==> src/rtl/pic_cmd_sequencer.sv <==
// Command front end for an 8259-style PIC: synchronises the CPU strobes,
// runs the ICW1..ICW4 initialisation sequence, decodes OCW1..OCW3 and
// registers the CPU read-back mux.
module pic_cmd_sequencer #(
  parameter int DATA_W      = 8,
  parameter int SYNC_STAGES = 2
) (
  input  logic              clk,
  input  logic              rst,
  input  logic              cs_n,
  input  logic              wr_n,
  input  logic              rd_n,
  input  logic              a0,
  input  logic [DATA_W-1:0] din,
  output logic [DATA_W-1:0] dout,
  output logic              dout_oe,
  input  logic [DATA_W-1:0] irr_in,
  input  logic [DATA_W-1:0] isr_in,
  output logic [DATA_W-1:0] icw1,
  output logic [DATA_W-1:0] icw2,
  output logic [DATA_W-1:0] icw3,
  output logic [DATA_W-1:0] icw4,
  output logic [DATA_W-1:0] imr,
  output logic [DATA_W-1:0] ocw2_data,
  output logic              cmd_valid,
  output logic              cmd_type,
  output logic [1:0]        cmd_nr,
  output logic              init_done,
  output logic              seq_err
);

  // All CPU-side signals share one pipeline so a0/din/cs_n stay aligned with the strobes.
  typedef struct packed {
    logic              cs_n;
    logic              wr_n;
    logic              rd_n;
    logic              a0;
    logic [DATA_W-1:0] din;
  } bus_t;

  typedef enum logic [2:0] {
    ST_UNINIT = 3'd0,
    ST_ICW2   = 3'd1,
    ST_ICW3   = 3'd2,
    ST_ICW4   = 3'd3,
    ST_READY  = 3'd4
  } state_t;

  // Stages 0..SYNC_STAGES-1 synchronise; stage SYNC_STAGES is the prior sample used for edge detect.
  bus_t [SYNC_STAGES:0] sync_q, sync_d;

  state_t state_q, state_d;

  logic [DATA_W-1:0] icw1_q, icw1_d, icw2_q, icw2_d, icw3_q, icw3_d, icw4_q, icw4_d;
  logic [DATA_W-1:0] imr_q, imr_d, ocw2_q, ocw2_d, dout_q, dout_d;
  logic              sel_q, sel_d;
  logic              cmd_valid_q, cmd_valid_d, cmd_type_q, cmd_type_d;
  logic [1:0]        cmd_nr_q, cmd_nr_d;
  logic              init_done_q, init_done_d, seq_err_q, seq_err_d;
  logic              dout_oe_q, dout_oe_d;

  logic              cs_s, wr_s, rd_s, a0_s;
  logic              cs_p, wr_p, rd_p, a0_p;
  logic [DATA_W-1:0] din_p;
  logic              commit, is_icw1, both_s, both_p;

  assign cs_s  = sync_q[SYNC_STAGES-1].cs_n;
  assign wr_s  = sync_q[SYNC_STAGES-1].wr_n;
  assign rd_s  = sync_q[SYNC_STAGES-1].rd_n;
  assign a0_s  = sync_q[SYNC_STAGES-1].a0;
  assign cs_p  = sync_q[SYNC_STAGES].cs_n;
  assign wr_p  = sync_q[SYNC_STAGES].wr_n;
  assign rd_p  = sync_q[SYNC_STAGES].rd_n;
  assign a0_p  = sync_q[SYNC_STAGES].a0;
  assign din_p = sync_q[SYNC_STAGES].din;

  // A write commits on the synced rising edge of wr_n; data comes from the sample before the edge.
  assign commit  = !wr_p && wr_s && !cs_p && rd_s;
  assign is_icw1 = !a0_p && din_p[4];
  // Simultaneous RD and WR is a bus error, flagged once on entry.
  assign both_s  = !rd_s && !wr_s && !cs_s;
  assign both_p  = !rd_p && !wr_p && !cs_p;

  // Shift the CPU signals one stage per clock.
  always_comb begin
    sync_d[0].cs_n = cs_n;
    sync_d[0].wr_n = wr_n;
    sync_d[0].rd_n = rd_n;
    sync_d[0].a0   = a0;
    sync_d[0].din  = din;
    for (int i = 1; i <= SYNC_STAGES; i++) sync_d[i] = sync_q[i-1];
  end

  // Synchroniser flops; strobes reset inactive so no edge is seen coming out of reset.
  always_ff @(posedge clk) begin
    if (rst) begin
      for (int i = 0; i <= SYNC_STAGES; i++) begin
        sync_q[i].cs_n <= 1'b1;
        sync_q[i].wr_n <= 1'b1;
        sync_q[i].rd_n <= 1'b1;
        sync_q[i].a0   <= 1'b0;
        sync_q[i].din  <= '0;
      end
    end else begin
      sync_q <= sync_d;
    end
  end

  // Sequencer state register.
  always_ff @(posedge clk) begin
    if (rst) state_q <= ST_UNINIT;
    else     state_q <= state_d;
  end

  // Next state: ICW1 restarts from anywhere; ICW3 skipped in single mode, ICW4 unless IC4 set.
  always_comb begin
    state_d = state_q;
    if (commit) begin
      if (is_icw1) begin
        state_d = ST_ICW2;
      end else begin
        case (state_q)
          ST_ICW2: if (a0_p) state_d = !icw1_q[1] ? ST_ICW3 : (icw1_q[0] ? ST_ICW4 : ST_READY);
          ST_ICW3: if (a0_p) state_d = icw1_q[0] ? ST_ICW4 : ST_READY;
          ST_ICW4: if (a0_p) state_d = ST_READY;
          default: state_d = state_q;
        endcase
      end
    end
  end

  // Command decode, register updates and read-back mux.
  always_comb begin
    icw1_d      = icw1_q;
    icw2_d      = icw2_q;
    icw3_d      = icw3_q;
    icw4_d      = icw4_q;
    imr_d       = imr_q;
    ocw2_d      = ocw2_q;
    sel_d       = sel_q;
    cmd_valid_d = 1'b0;
    cmd_type_d  = cmd_type_q;
    cmd_nr_d    = cmd_nr_q;
    seq_err_d   = both_s && !both_p;
    if (commit) begin
      if (is_icw1) begin
        icw1_d      = din_p;
        icw2_d      = '0;
        icw3_d      = '0;
        icw4_d      = '0;
        imr_d       = '0;
        sel_d       = 1'b0;
        cmd_valid_d = 1'b1;
        cmd_type_d  = 1'b1;
        cmd_nr_d    = 2'd0;
      end else begin
        case (state_q)
          ST_ICW2, ST_ICW3, ST_ICW4: begin
            if (a0_p) begin
              cmd_valid_d = 1'b1;
              cmd_type_d  = 1'b1;
              if (state_q == ST_ICW2) begin
                icw2_d   = din_p;
                cmd_nr_d = 2'd1;
              end else if (state_q == ST_ICW3) begin
                icw3_d   = din_p;
                cmd_nr_d = 2'd2;
              end else begin
                icw4_d   = din_p;
                cmd_nr_d = 2'd3;
              end
            end else begin
              seq_err_d = 1'b1;
            end
          end
          ST_READY: begin
            cmd_valid_d = 1'b1;
            cmd_type_d  = 1'b0;
            if (a0_p) begin
              imr_d    = din_p;
              cmd_nr_d = 2'd0;
            end else if (!din_p[3]) begin
              ocw2_d   = din_p;
              cmd_nr_d = 2'd1;
            end else begin
              if (din_p[1]) sel_d = din_p[0];
              cmd_nr_d = 2'd2;
            end
          end
          default: seq_err_d = 1'b1;
        endcase
      end
    end
    init_done_d = (state_d == ST_READY);
    dout_d      = a0_s ? imr_q : (sel_q ? isr_in : irr_in);
    dout_oe_d   = !rd_s && !cs_s && wr_s;
  end

  // Output and programmed-state registers.
  always_ff @(posedge clk) begin
    if (rst) begin
      icw1_q      <= '0;
      icw2_q      <= '0;
      icw3_q      <= '0;
      icw4_q      <= '0;
      imr_q       <= '0;
      ocw2_q      <= '0;
      sel_q       <= 1'b0;
      cmd_valid_q <= 1'b0;
      cmd_type_q  <= 1'b0;
      cmd_nr_q    <= 2'd0;
      init_done_q <= 1'b0;
      seq_err_q   <= 1'b0;
      dout_q      <= '0;
      dout_oe_q   <= 1'b0;
    end else begin
      icw1_q      <= icw1_d;
      icw2_q      <= icw2_d;
      icw3_q      <= icw3_d;
      icw4_q      <= icw4_d;
      imr_q       <= imr_d;
      ocw2_q      <= ocw2_d;
      sel_q       <= sel_d;
      cmd_valid_q <= cmd_valid_d;
      cmd_type_q  <= cmd_type_d;
      cmd_nr_q    <= cmd_nr_d;
      init_done_q <= init_done_d;
      seq_err_q   <= seq_err_d;
      dout_q      <= dout_d;
      dout_oe_q   <= dout_oe_d;
    end
  end

  assign icw1      = icw1_q;
  assign icw2      = icw2_q;
  assign icw3      = icw3_q;
  assign icw4      = icw4_q;
  assign imr       = imr_q;
  assign ocw2_data = ocw2_q;
  assign cmd_valid = cmd_valid_q;
  assign cmd_type  = cmd_type_q;
  assign cmd_nr    = cmd_nr_q;
  assign init_done = init_done_q;
  assign seq_err   = seq_err_q;
  assign dout      = dout_q;
  assign dout_oe   = dout_oe_q;

endmodule

==> config.mk <==
export PLATFORM = sky130hd
export DESIGN_NAME = pic_cmd_sequencer
export DESIGN_NICKNAME = d
export VERILOG_FILES = /design/src/rtl/pic_cmd_sequencer.sv
export SDC_FILE = /design/constraint.sdc
export NUM_CORES = 1
export LEC_CHECK = 0
export ABC_AREA = 1
export ABC_CLOCK_PERIOD_IN_PS = 1700
export CAP_MARGIN = 5
export CORE_MARGIN = 5
export CORE_UTILIZATION = 49
export DETAILED_ROUTE_END_ITERATION = 7
export GPL_ROUTABILITY_DRIVEN = 0
export MAX_ROUTING_LAYER = met4
export PLACE_DENSITY = 0.8
export SLEW_MARGIN = 10
export SYNTH_ARGS = -nofsm -noshare
export SYNTH_HDL_FRONTEND = slang
export SYNTH_SLANG_ARGS = --single-unit
==> constraint.sdc <==
create_clock -name clk -period 1.7 [get_ports clk]
set_input_delay 0.255 -clock clk [delete_from_list [all_inputs] [get_ports clk]]
set_output_delay 0.255 -clock clk [all_outputs]
set_load 0.02 [all_outputs]
# Word level (Yosys, flattened, before mapping)
# Cells that the tools add are included.
# Widths: inputs -> output; s select.
[word_totals]
regBits = 102
[classes]
eq_ne = 9
n_mux = 49
bitwise_logic = 4
reduce_logical = 37
[op_table]
columns = ["operator", "n"]
rows = [
  ["$mux 8", 19],
  ["$mux 3", 7],
  ["$reduce_and 5->1", 4],
  ["$reduce_bool 2->1", 7],
  ["$mux 1", 13],
  ["$logic_and 1x1->1", 11],
  ["$mux 2", 5],
  ["$pmux 3 s3", 1],
  ["$logic_not 1->1", 8],
  ["$eq 3x2->1 const B", 2],
  ["$eq 3x3->1 const B", 2],
  ["$pmux 1 s2", 3],
  ["$reduce_and 3->1", 2],
  ["$ne 2x2->1 const B", 2],
  ["$not 1->1", 4],
  ["$pmux 2 s2", 1],
  ["$reduce_and 4->1", 1],
  ["$eq 3x1->1 const B", 1],
  ["$ne 3x3->1 const B", 1],
  ["$reduce_bool 3->1", 1],
  ["$reduce_or 3->1", 1],
  ["$ne 2x1->1 const B", 1],
  ["$reduce_and 2->1", 1],
  ["$reduce_or 2->1", 1],
]

# Longest topological paths before layout
[depth]
ltp_word = 9
mapped_depth = 10

# Least setup slack after synthesis
# Ideal clock, no wire load.
[synth_path]
path_kind = "flip-flop to flip-flop"
from = "reg state_q[1]"
to = "reg icw4_q[6], in the netlist icw4[6]"
setup_time_ns = 0.120
t_arrival_ns = 1.171
required_time_ns = 1.580
path_slack_ns = 0.409
stages_incl_launch_ff = 9
path_buffers = 1
synth_period_minus_slack_ns = 1.291
path_cell_list = "dfxtp_1 -> inv_2 -> nor2_2 -> nand2_2 -> a21oi_2 -> nor2_4 -> buf_6 -> o21ai_1 -> a21oi_1"
[synth_between]
elab_chain_len = 4
elab_cells_between_ends = 8
[synth_lines]
columns = ["item", "line_no", "source"]
rows = [
  ["start: declaration", "52", "state_t state_q, state_d;"],
  ["start signal: assignment", "112", "else state_q <= state_d;"],
  ["$eq 3x1->1, or another cell as far along", "157, 162", ""],
  ["$reduce_or 3->1", "157", "case (state_q)"],
  ["$reduce_bool 2->1 (no line)", "-", ""],
  ["$reduce_and 5->1 (no line) (*)", "-", ""],
  ["end signal: assignment", "220", "icw4_q <= icw4_d;"],
  ["end: declaration", "54", "logic [DATA_W-1:0] icw1_q, icw1_d, icw2_q, icw2_d, icw3_q, icw3_d, icw4_q, icw4_d;"],
]
# Every way passes the cells marked *; elsewhere a longest branch is shown, timed or not.
# A chain may end at the register's enable or synchronous reset.

# Worst setup path after layout
[layout_path]
from = "reg imr_q[5], in the netlist imr[5]"
to = "out imr[5]"
[layout_rtl]
columns = ["item", "line_no", "source"]
rows = [
  ["start: declaration", "55", "logic [DATA_W-1:0] imr_q, imr_d, ocw2_q, ocw2_d, dout_q, dout_d;"],
  ["start signal: assignment", "221", "imr_q <= imr_d;"],
  ["end: declaration", "23", "output logic [DATA_W-1:0] imr,"],
]
# No word-level cell between the ends.

==> impl_metrics.ini <==
[grt]
track_usage_pct = 19.5
overflow = 0
grt_antenna_before_repair = 0
grt_pass1_wl_um = 14800
grt_pass1_vias = 3059
grt_start_max_net_pins = 50

[timing]
rsz0062_at_grt = false
max_freq_mhz = 610
post-route-period-util_pct = 96.4
maxSlewHeadroom_pct = 66.7
finalSetupViolations = 0
fin_setup_tns_ns = 0
tightest_slew_ns = 0.500
hold_viol_final = 0
period_needed_ns = 1.64
slew_viol_final = 0
whs_ns = 0.287
clock-skew-final_ns = 0.0120

[synth]
synth_edf_count = 0
syn_inst = 456
ys_warn_count = 0
ys_types = 36
async_reset_ff_share_pct = 0
ys_ff_latch = 102
yosysSeqAreaShare_pct = 54.5
synth_area_mm2 = 0.00374
synth_fp_nets = 486
synth_ff_type = dfxtp_1
synth_area_per_cell_um2 = 8.21

[floorplanning]
row_count = 31
die_w_um = 97.4
initial_utilization_pct = 51.1
fp.dieH_um = 97.4
dieArea_mm2 = 0.00949
ioPinCount = 93
coreArea_mm2 = 0.00733

[setup_path]
slowest_delay_ns = 0.63
reg2reg_from = state_q[0]
cp_slowest_cell = clkdlybuf4s50_1
crit_required_ns = 1.44
cp_max_fo = 3
rr_worst_depth = 10
cp_cell_sequence = clkdlybuf4s50_1
cp_num_buf_inv = 1
start_kind = flip-flop
crit_family = buffers and inverters
arrival_ns = 1.38
cp-end-kind = output port
timing.rr.end = icw3[7]
r2r_setup_slack_ns = 0.14
path_class = flip-flop to output port

[power]
leakage_nw = 2.10
power_density_mw_per_mm2 = 836
irDropWorstVdd_uv = 487

[placed_design]
dp_hpwl_um = 6440
port_buffers = 91

[detailed_routing]
via_count = 3164
firstDrtPassIters = 4
drc = 0
routed_via_density = 4.85
routed_wl_um = 9020
wl_per_cell_um = 13.8
antenna_left = 0
first_iter_violations = 206

[layout]
diodes = 0
syn_to_final_growth_pct = 32.5
nets = 579
final-seq-area_mm2 = 0.00204
final_core_util_pct = 67.7
drive_above_1_share_pct = 12.5
multi_input_area_mm2 = 0.00134
fill_cells = 561

[clock_tree]
numCtsBuffers = 9
insertion_delay_ns = 0.37
cts.sinks = 102
cts_root_buf = clkbuf_8
clkTransAtPathRegs_ns = 0.10
clockBufferDepth = 2
cts_tree = done
htree_levels = 3

[flow_run]
drv_cap = 0

[min_path]
worstHoldStart = rst
hold_depth = 3
hp-class = primary input to flip-flop
holdPathEnd = wr_p

[status]
status = complete, no violations
worst max path at each step:
stage / start / endpoint / slack, ns / depth (start not counted)
6_report: imr[5] / imr[5] / 0.06 / 1
5_1_grt: state_q[1] / icw4[3] / 0.002 / 8
4_1_cts: icw1[0] / icw1[0] / 0.02 / 1
3_5_place_dp: state_q[0] / icw3[7] / 0.10 / 9
3_3_place_gp: state_q[0] / icw3[7] / 0.17 / 9
2_1_floorplan: state_q[1] / icw4[6] / 0.41 / 8
registers in the layout (all words and copies together) (netlist names), 2 cells and up:
name and flops:
cmd_nr 2, din_p 8, dout 8, icw1 8, icw2 8, icw3 8, icw4 8, imr 8
ocw2_data 7, state_q 3, sync_d 20
area by class of cell:
class	instances	share of cell area [%]
Multi-Input combinational cell	269	27.0
Clock buffer	9	2.50
Sequential cell	102	41.1
Inverter	63	4.77
Clock inverter	7	1.26
Tap cell	99	2.50
Timing Repair Buffer	104	20.8
per-stage QoR:
step	setup WS (ns)	instances	area, µm²	power, mW
after floorplan	0.409	456	3740	2.63
after global placement	0.171	635	4730	2.75
after detailed placement	0.104	635	4730	2.75
after CTS	0.0204	651	4920	4.17
after global routing	0.00172	653	4960	4.31
final	0.0607	653	4960	4.15
per-layer routing:
layer / part of all wire [%] / global-route usage [%] / vias to the layer above
met1: 46 / 24.6 / 1421
li1: - / - / 1631
met2: 48 / 30.7 / 99
met5: 0 / - / -
met3: 5.0 / 5.17 / 13
met4: 1.2 / 5.64 / 0
tightest hold or removal path: stages:
cell and delay [ns]:
buf_2 0.09, inv_1 0.16, nand2_1 0.11
layout by cell type, fill, tap and decap left out, drive strengths merged:
| cell | Yosys | layout |
|---|---|---|
| or2 | 11 | 11 |
| nand3 | 21 | 21 |
| nand2 | 59 | 59 |
| clkinv | 2 | 4 |
| and2 | 1 | 1 |
| o21a | 1 | 1 |
| conb | 1 | 1 |
| o211ai | 8 | 8 |
| nand4 | 3 | 3 |
| o21ai | 45 | 45 |
| a21oi | 41 | 41 |
| dfxtp | 102 | 102 |
| dlymetal6s2s | 0 | 2 |
| nor4 | 1 | 1 |
| inv | 61 | 66 |
| nor2 | 71 | 71 |
| clkbuf | 9 | 9 |
| o31ai | 1 | 1 |
| buf | 13 | 14 |
| clkdlybuf4s50 | 0 | 88 |
| o21bai | 1 | 1 |
| a211oi | 3 | 3 |
| nor3 | 1 | 1 |
synthesized netlist by cell type (7+ instances only):
| cell type | count | area [µm²] |
|---|---|---|
| a21oi_1 | 35 | 175 |
| clkbuf_1 | 9 | 33.8 |
| dfxtp_1 | 102 | 2040 |
| inv_1 | 54 | 203 |
| inv_2 | 7 | 26.3 |
| nand2_1 | 51 | 191 |
| nand2_2 | 7 | 43.8 |
| nand3_1 | 19 | 95.1 |
| nor2_1 | 68 | 255 |
| o211ai_1 | 8 | 60.1 |
| o21ai_0 | 40 | 200 |
| or2_2 | 8 | 50.1 |
what timing repair did:
action | in CTS | in global routing
endpoints found under the setup margin | 0 | 15
resized for setup | 0 | 2
setup buffers | 0 | 2
hold buffers | 0 | 0
where the power goes:
group | switching, mW | total, mW | internal [mW]
sequential | 0.0170 | 2.45 | 2.44
clock | 0.881 | 1.45 | 0.569
combinational | 0.122 | 0.244 | 0.123
total | 1.02 | 4.15 | 3.13
cell families (layout without fill, tap and decap cells):
group	count (synthesis)	after routing	synth area share, %
AND/OR/NAND/NOR	168	168	20.1
flip-flops	102	102	54.5
AO/OA/AOI/OAI	100	100	15.6
buffers and inverters	85	183	9.69
other	1	1	0.100
Power figures use the tool's default switching activity.
